## src/rtl/lif_layer_sequencer.sv

```systemverilog
// Time-multiplexes one shared LIF datapath across NEURONS virtual neurons.
// Holds weight rows, membranes and threshold/shift config; emits a spike vector per step.
module lif_layer_sequencer #(
    parameter int SYNAPSES       = 8,
    parameter int NEURONS        = 4,
    parameter int MEMBRANE_BITS  = $clog2(SYNAPSES) + 2,
    parameter int THRESHOLD_BITS = MEMBRANE_BITS - 1
) (
    input  logic                        clk,
    input  logic                        reset,
    input  logic                        cfg_we,
    input  logic [$clog2(NEURONS)-1:0]  cfg_neuron,
    input  logic [SYNAPSES-1:0]         cfg_weights,
    input  logic                        cfg_param_we,
    input  logic [2:0]                  cfg_shift,
    input  logic [THRESHOLD_BITS-1:0]   cfg_threshold,
    input  logic                        mem_clear,
    input  logic                        step_valid,
    output logic                        step_ready,
    input  logic [SYNAPSES-1:0]         step_inputs,
    output logic                        spikes_valid,
    output logic [NEURONS-1:0]          spikes,
    output logic [15:0]                 step_count,
    output logic [SYNAPSES-1:0]         dp_inputs,
    output logic [SYNAPSES-1:0]         dp_weights,
    output logic [2:0]                  dp_shift,
    output logic [THRESHOLD_BITS-1:0]   dp_threshold,
    output logic [MEMBRANE_BITS-1:0]    dp_last_membrane,
    input  logic [MEMBRANE_BITS-1:0]    dp_new_membrane,
    input  logic                        dp_is_spike
);
    // state | meaning
    // IDLE  | accepting config writes, membrane clear and new timesteps
    // RUN   | neuron idx on the shared datapath, one neuron per cycle
    // DONE  | spikes_valid pulse, step_count advances
    localparam int IDX_W = $clog2(NEURONS);
    localparam logic [IDX_W-1:0] IDX_LAST = IDX_W'(NEURONS - 1);

    typedef enum logic [1:0] {IDLE, RUN, DONE} state_t;

    state_t                     state, state_next;
    logic [IDX_W-1:0]           idx;
    logic [SYNAPSES-1:0]        weight_rows [NEURONS];
    logic [MEMBRANE_BITS-1:0]   membranes [NEURONS];
    logic [NEURONS-1:0]         spike_acc, spike_acc_next;
    logic [SYNAPSES-1:0]        inputs_q;
    logic [2:0]                 shift_q;
    logic [THRESHOLD_BITS-1:0]  threshold_q;
    logic                       step_accept;

    assign step_ready   = (state == IDLE) && !mem_clear && !reset;
    assign step_accept  = step_valid && step_ready;
    assign spikes_valid = (state == DONE);

    always_ff @(posedge clk) begin
        if (reset) state <= IDLE;
        else       state <= state_next;
    end

    always_comb begin
        state_next = state;
        case (state)
            IDLE:    if (step_accept) state_next = RUN;
            RUN:     if (idx == IDX_LAST) state_next = DONE;
            DONE:    state_next = IDLE;
            default: state_next = IDLE;
        endcase
    end

    always_comb begin
        dp_inputs        = '0;
        dp_weights       = '0;
        dp_shift         = '0;
        dp_threshold     = '0;
        dp_last_membrane = '0;
        spike_acc_next   = spike_acc;
        if (state == RUN) begin
            dp_inputs           = inputs_q;
            dp_weights          = weight_rows[idx];
            dp_shift            = shift_q;
            dp_threshold        = threshold_q;
            dp_last_membrane    = membranes[idx];
            spike_acc_next[idx] = dp_is_spike;
        end
    end

    always_ff @(posedge clk) begin
        if (reset) begin
            idx         <= '0;
            spike_acc   <= '0;
            spikes      <= '0;
            step_count  <= '0;
            inputs_q    <= '0;
            shift_q     <= '0;
            threshold_q <= '1;
            for (int i = 0; i < NEURONS; i++) begin
                weight_rows[i] <= '0;
                membranes[i]   <= '0;
            end
        end else begin
            case (state)
                IDLE: begin
                    // config written alongside an accepted step is seen by that step
                    if (cfg_we && (int'(cfg_neuron) < NEURONS))
                        weight_rows[cfg_neuron] <= cfg_weights;
                    if (cfg_param_we) begin
                        shift_q     <= cfg_shift;
                        threshold_q <= cfg_threshold;
                    end
                    if (mem_clear) begin
                        for (int i = 0; i < NEURONS; i++) membranes[i] <= '0;
                    end else if (step_accept) begin
                        inputs_q <= step_inputs;
                        idx      <= '0;
                    end
                end
                RUN: begin
                    membranes[idx] <= dp_new_membrane;
                    spike_acc      <= spike_acc_next;
                    if (idx == IDX_LAST) spikes <= spike_acc_next;
                    else                 idx    <= idx + IDX_W'(1);
                end
                DONE: step_count <= step_count + 16'd1;
                default: ;
            endcase
        end
    end
endmodule

```

## config.mk

```make
export PLATFORM = sky130hd
export DESIGN_NAME = lif_layer_sequencer
export DESIGN_NICKNAME = d
export VERILOG_FILES = /design/src/rtl/lif_layer_sequencer.sv
export SDC_FILE = /design/constraint.sdc
export NUM_CORES = 1
export LEC_CHECK = 0
export BUFFER_PORTS_ARGS = -buffer_cell sky130_fd_sc_hd__buf_2
export CORE_UTILIZATION = 45
export CTS_CLUSTER_DIAMETER = 80
export DETAILED_ROUTE_END_ITERATION = 8
export PLACE_DENSITY_LB_ADDON = 0.25
export SLEW_MARGIN = 20
export SYNTH_ARGS = -nofsm -noshare
export SYNTH_HDL_FRONTEND = slang
export SYNTH_SLANG_ARGS = --single-unit
export TNS_END_PERCENT = 1
```

## constraint.sdc

```tcl
create_clock -name clk -period 2.1 [get_ports clk]
set_input_delay 0.21 -clock clk [delete_from_list [all_inputs] [get_ports clk]]
set_output_delay 0.21 -clock clk [all_outputs]
set_load 0.01 [all_outputs]
```

* Yosys cells after proc, flatten, opt, wreduce, memory -nomap -nowiden *
Memories as Yosys holds them, arrays and structs flattened. A register that Yosys moved wholly into a read port is not among the register bits.
Index checks and enable logic that the tools add are counted.
W data, S select, Z words.

cells by class
  $add $sub $neg = 2
  $lt $le $gt $ge = 2
  equality and inequality tests = 7
  multiplexer cells = 42
  bitwise operators = 5
  reduce and logical (&&, ||, !) cells = 15

operator list
  cell                     number
  $mux W5                  6
  $mux W8                  3
  $mux W2                  11
  $add A16 B1 Y16 const B  1
  $mux W1                  16
  $ne A2 B2 Y1 const B     4
  $pmux W2 S2              2
  $reduce_or A8 Y1         1
  $reduce_and A2 Y1        3
  $reduce_or A5 Y1         1
  $bwmux W4                1
  $eq A2 B2 Y1 const B     2
  $logic_and A1 B1 Y1      4
  $mux W4                  1
  $or A1 B1 Y1             4
  $reduce_and A4 Y1        1
  $lt A2 B3 Y1 const B     1
  $mux W3                  1
  $reduce_and A3 Y1        1
  $add A2 B1 Y2 const B    1
  $demux W1 S2             1
  $eq A2 B1 Y1 const B     1
  $ge A2 B1 Y1 const B     1
  $logic_not A1 Y1         2
  other kinds (3)          3

word-level totals
  register bits after elaboration = 43
  memory bits (writable) = 52
  input bits = 37
  output and inout port bits = 50
  memories kept = 2

memories
  memory       words  width  read ports  clocked after memory_dff  write ports  line  RTL
  weight_rows  4      8      1           1                         4            43    logic [SYNAPSES-1:0] weight_rows [NEURONS];
  membranes    4      5      1           1                         4            44    logic [MEMBRANE_BITS-1:0] membranes [NEURONS];

* Longest topological paths before layout *
Gate-level depths: netlist of run 1.

  word-level depth = 9
  gate-level depth with buffers = 6
  depth with buffers taken out = 5

* Least setup slack after synthesis of run 1 *
OpenSTA, ideal clock, no wires.

  kind = reg-to-output
  start point = register (tool-made name)
  end point = output dp_last_membrane[1]
  data arrival time = 1.431 ns
  data required time = 1.890 ns
  path slack = 0.459 ns
  stages on the path, launching flop included = 4
  path buffers = 1
  cells stage by stage = dfxtp_1 > buf_2 > mux4_2 > and2_1

RTL lines
  item           line  RTL
  end, declared  28    output logic [MEMBRANE_BITS-1:0] dp_last_membrane,

==> run summary, run 1 <==
result of the run -> completed
first-pass GRT wire length -> 14.3 mm
vias in the first global route -> 3028
worst-path maximum fanout -> 13
Synth top area share -> 35.7%
Peak VDD IR -> 409 µV
Critical Path End Type -> primary output
layout cells sized above 1 -> 28.3%
hold slack -> 0.0321 ns
Worst slew margin -> 45.6%
CTS Hold Bufs -> 0
std cell rows -> 35
Clock Tree Buf Depth -> 2
Clk Latency, worst-skew pair -> 0.36 ns
Layout area overhead -> 18.5%
slowest stage delay, CP -> 0.54 ns
yosys warns -> 0
Synth area leader -> edfxtp_1
root buffer cell -> clkbuf_8
CP Launch Type -> flop
Core ar. -> 9330 µm²
setup ws final -> 0.132 ns
drt pass-1 iters -> 6
Worst Path Required -> 1.89 ns
critical path class -> flop to primary output
CTS Sinks -> 96
DR vias -> 3043
synthesized cell area -> 4380 µm²
CTS tree -> yes
fin nets -> 514
crit path DAT -> 1.76 ns
Top delay family on crit path -> multiplexers
RSZ-0062 raised after global routing -> no
Die Wd -> 101 µm
fin util -> 55.6%
Die ar. -> 10100 µm²
most common cell after layout, fill and taps aside -> buf_2
#FFs+latches synth -> 96
Final Power -> 3.83 mW
GRT Total Usage -> 18.7%
fin crit period -> 1.97 ns
fillcell total -> 843
Worst R2R Start -> state[1]
post-placement setup slack -> 0.200 ns
most frequent cells in the layout -> buf_2 (86), and2_1 (61), edfxtp_1 (52)
Mapped Cells -> 387
Fin. Hold Viols -> 0
DR vias/cell -> 5.02
CP cell instances -> buf_6 -> mux4_2 -> and2_1 -> buf_2
Final Skew -> 0.0103 ns
syn nets -> 429
drt wl/cell -> 14.7 µm
DRC viols -> 0
Clk pin slew, worst setup/hold paths -> 0.09 ns
Top Ports -> 87
Worst-Margin Slew -> 0.814 ns
Hold Path Class -> primary input to flop
Initial Util -> 46.9%
diode count -> 0
overflow left after global routing -> 0
maxcap violations -> 0
post-synthesis cell type count -> 40
Placed Area -> 4960 µm²
average cell area after synthesis -> 11.3 µm²
drt first-iter violations -> 114
largest net degree at the start of global routing -> 53
Max Clk Rate -> 508 MHz
largest cells by area after synthesis -> edfxtp_1 (36%), dfxtp_1 (20%), and2_1 (8.7%), mux4_2 (6.7%), and3_1 (3.6%)
hpwl dp -> 6.24 mm
initial antenna violation count -> 0
DIE HEIGHT -> 101 µm
H-Tree Level Count -> 3
sequential share of the synthesized area -> 55.8%
pins over their slew limit -> 0
Routed Antenna Nets -> 0
PortBufs -> 86
post-route insts no fill -> 606
hold_sp -> step_inputs[7]
Pwr Density -> 737 nW/µm²
Final Setup Violations -> 0
Tcrit/Tclk final -> 93.7%
Final Cell Area -> 5190 µm²
Slowest-stage cell, CP -> mux4_2
Routability Congestion -> 0.759
P_leak -> 2.25 nW
clock buffer count from CTS -> 9
DP Cell Count -> 590
setup tns final -> 0 ns
CP Buf/Inv Count -> 2
drt total wl -> 8.91 mm
worst reg2reg max path, delay by kind of cell, from the launching register on:
kind | cells | cell delay [ns]
flops | 1 | 0.32
simple gates | 3 | 1.34
buf+inv | 1 | 0.17
sequential cells by signal, summed over array words and instances (netlist names), named ones only:
signal and count:
shift_q 3, spikes 4, threshold_q 4, state 2, inputs_q 8, spike_acc 3, weight_rows 32, idx 2
step_count 16, membranes 20
area by class of cell:
type | instances | area (µm²) | share of cell area [%]
Sequential cell | 96 | 2440 | 47.1
Multi-Input combinational cell | 260 | 1810 | 34.8
Timing Repair Buffer | 99 | 532 | 10.2
Tap cell | 129 | 161 | 3.11
Clock buffer | 9 | 124 | 2.39
Clock inverter | 7 | 101 | 1.95
Inverter | 6 | 22.5 | 0.434
power by group:
| group | leakage, nW | internal, mW | total, mW | switching, mW |
|---|---|---|---|---|
| combinational | 1.23 | 0.174 | 0.384 | 0.209 |
| clock | 0.107 | 0.683 | 1.34 | 0.662 |
| sequential | 0.910 | 2.07 | 2.10 | 0.0286 |
synthesized netlist by cell type, drive strengths merged:
master,number
or3,4
a22o,1
nand2,36
inv,6
nand3,9
edfxtp,52
and4,1
xnor2,9
a22oi,1
clkbuf,20
nor4b,3
a21oi,14
and2b,1
buf,5
a211o,4
dfxtp,44
nor2b,4
and2,61
xor2,2
mux2i,5
nor2,20
nand4,4
a41o,2
o21ai,6
and3,25
nor4,4
o21bai,5
or2,2
mux2,1
o31ai,1
nor3,6
mux4,13
nand2b,1
nand3b,10
ha,5
repair_timing:
item | 4_1_cts | 5_1_grt
endpoints found under the setup margin | 11 | 3
setup buffers | 0 | 0
gates resized for setup | 1 | 1
layer usage:
layer / share of wire, % / wire (µm) / GRT usage (%)
met1: 46 / 4070 / 24.2
met2: 47 / 4200 / 30.8
met3: 5.9 / 528 / 5.06
met4: 1.3 / 116 / 6.02
met5: 0 / 0 / 0
final timing paths:
path	cells after the start	slack, ns	to
worst min register to register	2	0.46	shift_q[2]
worst max register to register	4	0.16	weight_rows[2][0]
worst max-delay path	4	0.13	dp_weights[1]
worst min-delay path	3	0.03	inputs_q[7]
cells by family after synthesis:
family | count (synthesis) | synth area share (%)
DFF | 96 | 55.8
buffers and inverters | 31 | 3.00
xor gates and xnor gates | 11 | 2.20
and+or+nand+nor | 191 | 24.5
muxes | 19 | 8.09
adders and majority gates | 5 | 1.43
AOI/OAI and AO/OA | 34 | 4.94
Power figures use the tool's default switching activity.
==> run 2, diff against run 1 <==
- REMOVE_ABC_BUFFERS: unset -> 1
==> run 2 against run 1 <==
Compared with the run above:
- clock power is 21% lower
- critical path depth stayed put
- critical endpoint is now dp_weights[6]
- first-iteration DRC count is 22% higher
- cell area is 0.41% lower
- largest power group unchanged
- non-clock buffer count is 4 higher
- via count is 2.4% higher
- die area stayed put
- combinational power is 2% higher
- maximum frequency is 0.85% higher
- sequential share of layout area is 0.22 points higher
- global-route usage is 0.95 points higher
==> run summary, run 2 (synthesized netlist as in run 1, its figures left out) <==
critical path class -> flop to primary output
DR vias/cell -> 5.11 (+1.8%)
Clk Latency, worst-skew pair -> 0.36 ns (about the same)
Worst-Margin Slew -> 0.746 ns (-0.0688 ns)
fin crit period -> 1.95 ns (-0.0165 ns)
vias in the first global route -> 3041 (+0.43%)
Worst Path Required -> 1.89 ns (about the same)
CTS tree -> yes
most common cell after layout, fill and taps aside -> buf_2
Clock Tree Buf Depth -> 2 (unchanged)
Peak VDD IR -> 372 µV (-9.1%)
H-Tree Level Count -> 3 (unchanged)
DIE HEIGHT -> 101 µm (unchanged)
Final Skew -> 0.00941 ns (-0.000937 ns)
Worst slew margin -> 49.9% (+4.3 points)
Clk pin slew, worst setup/hold paths -> 0.09 ns (about the same)
CP cell instances -> buf_12 -> mux4_2 -> and2_1 -> buf_2
RSZ-0062 raised after global routing -> no
drt total wl -> 9.24 mm (+3.7%)
std cell rows -> 35 (unchanged)
crit path DAT -> 1.74 ns (-0.02 ns)
root buffer cell -> clkbuf_8
Die Wd -> 101 µm (unchanged)
DRC viols -> 0 (unchanged)
CP Launch Type -> flop
max reg flops -> 32 (unchanged)
DR vias -> 3117 (+2.4%)
largest net degree at the start of global routing -> 33 (-38%)
initial antenna violation count -> 0 (unchanged)
PortBufs -> 86 (unchanged)
pins over their slew limit -> 0 (unchanged)
post-route insts no fill -> 610 (+0.66%)
GRT Total Usage -> 19.7% (+0.95 points)
Core ar. -> 9330 µm² (unchanged)
drt pass-1 iters -> 4 (-2)
DP Cell Count -> 594 (+0.68%)
hold_sp -> step_inputs[3]
drt first-iter violations -> 139 (+22%)
register area -> 2440 µm² (about the same)
Final Setup Violations -> 0 (unchanged)
Slowest-stage cell, CP -> mux4_2
diode count -> 0 (unchanged)
overflow left after global routing -> 0 (unchanged)
clock buffer count from CTS -> 9 (unchanged)
Layout area overhead -> 18.0%
layout cells sized above 1 -> 28.3% (about the same)
Max Clk Rate -> 512 MHz (+0.85%)
hpwl dp -> 6.47 mm (+3.8%)
Top Registers -> weight_rows (32), membranes (20), step_count (16)
fin nets -> 518 (+0.78%)
maxcap violations -> 0 (unchanged)
setup tns final -> 0 ns (unchanged)
Tcrit/Tclk final -> 92.9% (-0.79 points)
worst-path maximum fanout -> 11 (-2)
first-pass GRT wire length -> 15.0 mm (+4.3%)
P_leak -> 2.25 nW (-0.13%)
Worst R2R Start -> state[1]
Final Power -> 3.55 mW (-7.1%)
Routed Antenna Nets -> 0 (unchanged)
Placed Area -> 5000 µm² (+0.86%)
CTS Sinks -> 96 (unchanged)
fillcell total -> 844 (+0.12%)
Final Cell Area -> 5170 µm² (-0.41%)
Fin. Hold Viols -> 0 (unchanged)
Reg with most FFs -> weight_rows
most frequent cells in the layout -> buf_2 (86), and2_1 (61), edfxtp_1 (52)
Routability Congestion -> 0.736 (-3.0%)
multi-input logic area -> 1800 µm² (about the same)
Top Ports -> 87 (unchanged)
result of the run -> completed
Initial Util -> 46.9% (unchanged)
Hold Path Class -> primary input to flop
Die ar. -> 10100 µm² (unchanged)
setup bufs post-CTS -> 0 (unchanged)
drt wl/cell -> 15.1 µm (+3.0%)
slowest stage delay, CP -> 0.52 ns (-0.02 ns)
Pwr Density -> 688 nW/µm² (-6.8%)
CTS Hold Bufs -> 0 (unchanged)
Critical Path End Type -> primary output
==> run 2: cell types whose count changed in the layout (fill, tap and decap cells not counted), moves of 2 or more <==
cell       previous run  this run
bufinv_16             2         0
clkbuf_1              0         2
buf_4                12        16
inv_6                 3         1
==> run 2: layout make-up <==
| type | count | area share [%] |
|---|---|---|
| Inverter | 6 | 0.436 |
| Multi-Input combinational cell | 260 | 34.9 |
| Tap cell | 129 | 3.12 |
| Timing Repair Buffer | 103 | 11.0 |
| Clock buffer | 11 | 2.54 |
| Clock inverter | 5 | 0.654 |
| Sequential cell | 96 | 47.3 |
==> run 2: power by group <==
group / internal [mW] / leakage (nW) / switching (mW)
Sequential: 2.07 / 0.910 / 0.0325
Combinational: 0.180 / 1.25 / 0.212
Clock: 0.432 / 0.0813 / 0.627
==> run 2: stage by stage <==
| stage | utilization, % | setup slack, ns | hold WS (ns) |
|---|---|---|---|
| final | 55.4 | 0.148 | 0.0315 |
| after CTS | 55.4 | 0.0305 | 0.0207 |
| after global placement | 53.6 | 0.364 | 0.399 |
| after floorplan | - | 0.252 | 0.279 |
| after detailed placement | 53.6 | 0.257 | 0.403 |
| after global routing | 55.4 | 0.0465 | 0.0229 |
==> run 2: layer usage <==
layer,global-route usage (%),share of wire (%)
met1,24.5,44
met2,33.7,49
met3,4.58,4.9
met4,6.91,1.4
met5,0,0
==> run 2: repair_timing <==
action | 4_1_cts | 5_1_grt
endpoints found under the hold margin | 0 | 0
resized for setup | 0 | 1
setup endpoints to repair | 0 | 10
==> run 2: final timing paths <==
path                            cells after the start           endpoint  slack, ns
worst max-delay path                                4      dp_weights[6]       0.15
worst min-delay path                                3        inputs_q[3]       0.03
worst max register to register                      4  weight_rows[1][7]       0.27
worst min register to register                      2         shift_q[2]       0.46
==> run 2: critical path: cells and delay by family (launching register included) <==
family / cells / cell delay (ns)
mux: 1 / 0.52
flops: 1 / 0.40
buf+inv: 2 / 0.30
simple gates: 1 / 0.17
==> run 3, diff against run 2 <==
- CORE_UTILIZATION: 45 -> 50
==> run 3 against run 2 <==
Compared with the run above:
- via count shrank 0.35%
- sequential cell count unchanged
- clock power rose by 14%
- sequential power about the same
- setup slack improved by 0.0038 ns
- register-to-register slack got worse by 0.04 ns
- critical path depth is the same
- routed wire length shrank 1.1%
- largest cell class unchanged
==> run summary, run 3 (synthesized netlist as in run 1, its figures left out) <==
R2R setup slack -> 0.23 ns (-0.04 ns)
setup bufs post-CTS -> 0 (unchanged)
DR vias -> 3106 (-0.35%)
Placed Area -> 4960 µm² (-0.75%)
Fin. Hold Viols -> 0 (unchanged)
crit path DAT -> 1.74 ns (about the same)
Top Ports -> 87 (unchanged)
Clk Latency, worst-skew pair -> 0.36 ns (about the same)
Worst Path Required -> 1.89 ns (about the same)
Reg with most FFs -> weight_rows
critical path class -> flop to primary output
R2R depth -> 5 (+1)
Slowest-stage cell, CP -> mux4_2
Peak VDD IR -> 408 µV (+9.8%)
Worst slew margin -> 47.7% (-2.2 points)
CTS Sinks -> 96 (unchanged)
Top Registers -> weight_rows (32), membranes (20), step_count (16)
overflow left after global routing -> 0 (unchanged)
drt wl/cell -> 15.6 µm (+3.2%)
Critical Path End Type -> primary output
Die Wd -> 95.6 µm (-5.0%)
root buffer cell -> clkbuf_8
DRC viols -> 0 (unchanged)
slowest stage delay, CP -> 0.50 ns (-0.02 ns)
Clk pin slew, worst setup/hold paths -> 0.09 ns (about the same)
GRT Total Usage -> 20.9% (+1.2 points)
Final Power -> 3.71 mW (+4.4%)
Final Skew -> 0.00745 ns (-0.00196 ns)
Layout area overhead -> 18.1% (about the same)
CP Buf/Inv Count -> 2 (unchanged)
drt first-iter violations -> 171 (+23%)
RSZ-0062 raised after global routing -> no
H-Tree Level Count -> 3 (unchanged)
PortBufs -> 86 (unchanged)
Max Clk Rate -> 513 MHz (+0.20%)
WHS Path Cells -> 3 (unchanged)
setup ws final -> 0.152 ns (+0.00383 ns)
drt total wl -> 9.14 mm (-1.1%)
worst-path maximum fanout -> 8 (-3)
most frequent cells in the layout -> buf_2 (86), and2_1 (61), edfxtp_1 (52)
hold_sp -> step_inputs[0]
vias in the first global route -> 2909 (-4.3%)
std cell rows -> 33 (-5.7%)
Worst R2R Start -> state[0]
Initial Util -> 52.5% (+5.6 points)
largest net degree at the start of global routing -> 54 (+64%)
R2R Path End -> step_count[13]
drt pass-1 iters -> 4 (unchanged)
pins over their slew limit -> 0 (unchanged)
result of the run -> completed
Clock Tree Buf Depth -> 2 (unchanged)
Routed Antenna Nets -> 0 (unchanged)
Die ar. -> 9130 µm² (-9.8%)
DR vias/cell -> 5.31 (+3.9%)
Hold Path Class -> primary input to flop
post-placement setup slack -> 0.187 ns (-0.0701 ns)
Final Cell Area -> 5170 µm² (about the same)
Final Setup Violations -> 0 (unchanged)
hpwl dp -> 6.43 mm (-0.66%)
Top delay family on crit path -> multiplexers
end of the worst hold path -> inputs_q[0]
clock buffer count from CTS -> 9 (unchanged)
fin nets -> 517 (-0.19%)
first-pass GRT wire length -> 14.3 mm (-4.7%)
maxcap violations -> 0 (unchanged)
CTS tree -> yes
setup tns final -> 0 ns (unchanged)
Pwr Density -> 717 nW/µm² (+4.3%)
layout cells sized above 1 -> 28.7% (+0.48 points)
most common cell after layout, fill and taps aside -> buf_2
fin util -> 62.0% (+6.6 points)
Routability Congestion -> 0.742 (+0.88%)
max reg flops -> 32 (unchanged)
cell count along the critical path -> 4 (unchanged)
Tcrit/Tclk final -> 92.8% (-0.18 points)
Worst-Margin Slew -> 0.778 ns (+0.0322 ns)
Core ar. -> 8340 µm² (-11%)
diode count -> 0 (unchanged)
DIE HEIGHT -> 95.6 µm (-5.0%)
CP cell instances -> buf_6 -> mux4_2 -> and2_1 -> buf_2
CP Launch Type -> flop
CTS Hold Bufs -> 0 (unchanged)
initial antenna violation count -> 0 (unchanged)
fin crit period -> 1.95 ns (-0.00383 ns)
P_leak -> 2.26 nW (+0.74%)
run 3: changes by cell type in the layout (fill, tap and decap cells not counted), sizes merged:
cell	before	now
bufinv	0	1
buf	103	102
clkinv	3	2
run 3: routing by layer:
metal,routed length (µm),vias to the layer above,track usage [%]
li1,-,1543,-
met1,4410,1470,28.5
met2,4150,81,33.8
met3,472,12,4.47
met4,109,0,5.97
met5,0,-,0
run 3: layout make-up:
type,count,area [µm²]
Inverter,6,22.5
Sequential cell,96,2440
Timing Repair Buffer,102,567
Multi-Input combinational cell,260,1810
Fill cell,710,3170
Clock inverter,5,56.3
Tap cell,105,131
Clock buffer,11,141
run 3: worst max-delay path by stage:
stage,slack (ns),end,start
2_1_floorplan,0.25,weight_rows[1][0],state[0]
3_3_place_gp,0.33,step_count[15],state[0]
3_5_place_dp,0.19,weight_rows[1][6],state[1]
4_1_cts,0.03,dp_weights[2],flop
5_1_grt,0.05,dp_weights[5],flop
6_report,0.15,dp_weights[2],flop
run 3: what timing repair did:
action | in CTS | in global routing
gates resized for setup | 1 | 2
cloned | 0 | 0
endpoints found under the setup margin | 4 | 18
hold endpoints to repair | 0 | 0
run 3: report_power, final:
group          internal, mW  switching [mW]
combinational         0.184           0.215
clock                 0.584           0.623
sequential             2.07          0.0332
run 3: worst register-to-register path, cell delays in order (launching register included):
cell	delay, ns
dfxtp_1	0.32
buf_4	0.17
nand3b_2	0.34
or3_4	0.45
or3_1	0.36
a21oi_1	0.16
run 3: metrics by stage:
step | hold slack [ns] | instances
after floorplan | 0.279 | 362
after global placement | 0.393 | 569
after detailed placement | 0.397 | 569
after CTS | 0.0200 | 585
after global routing | 0.0285 | 585
final | 0.0285 | 585
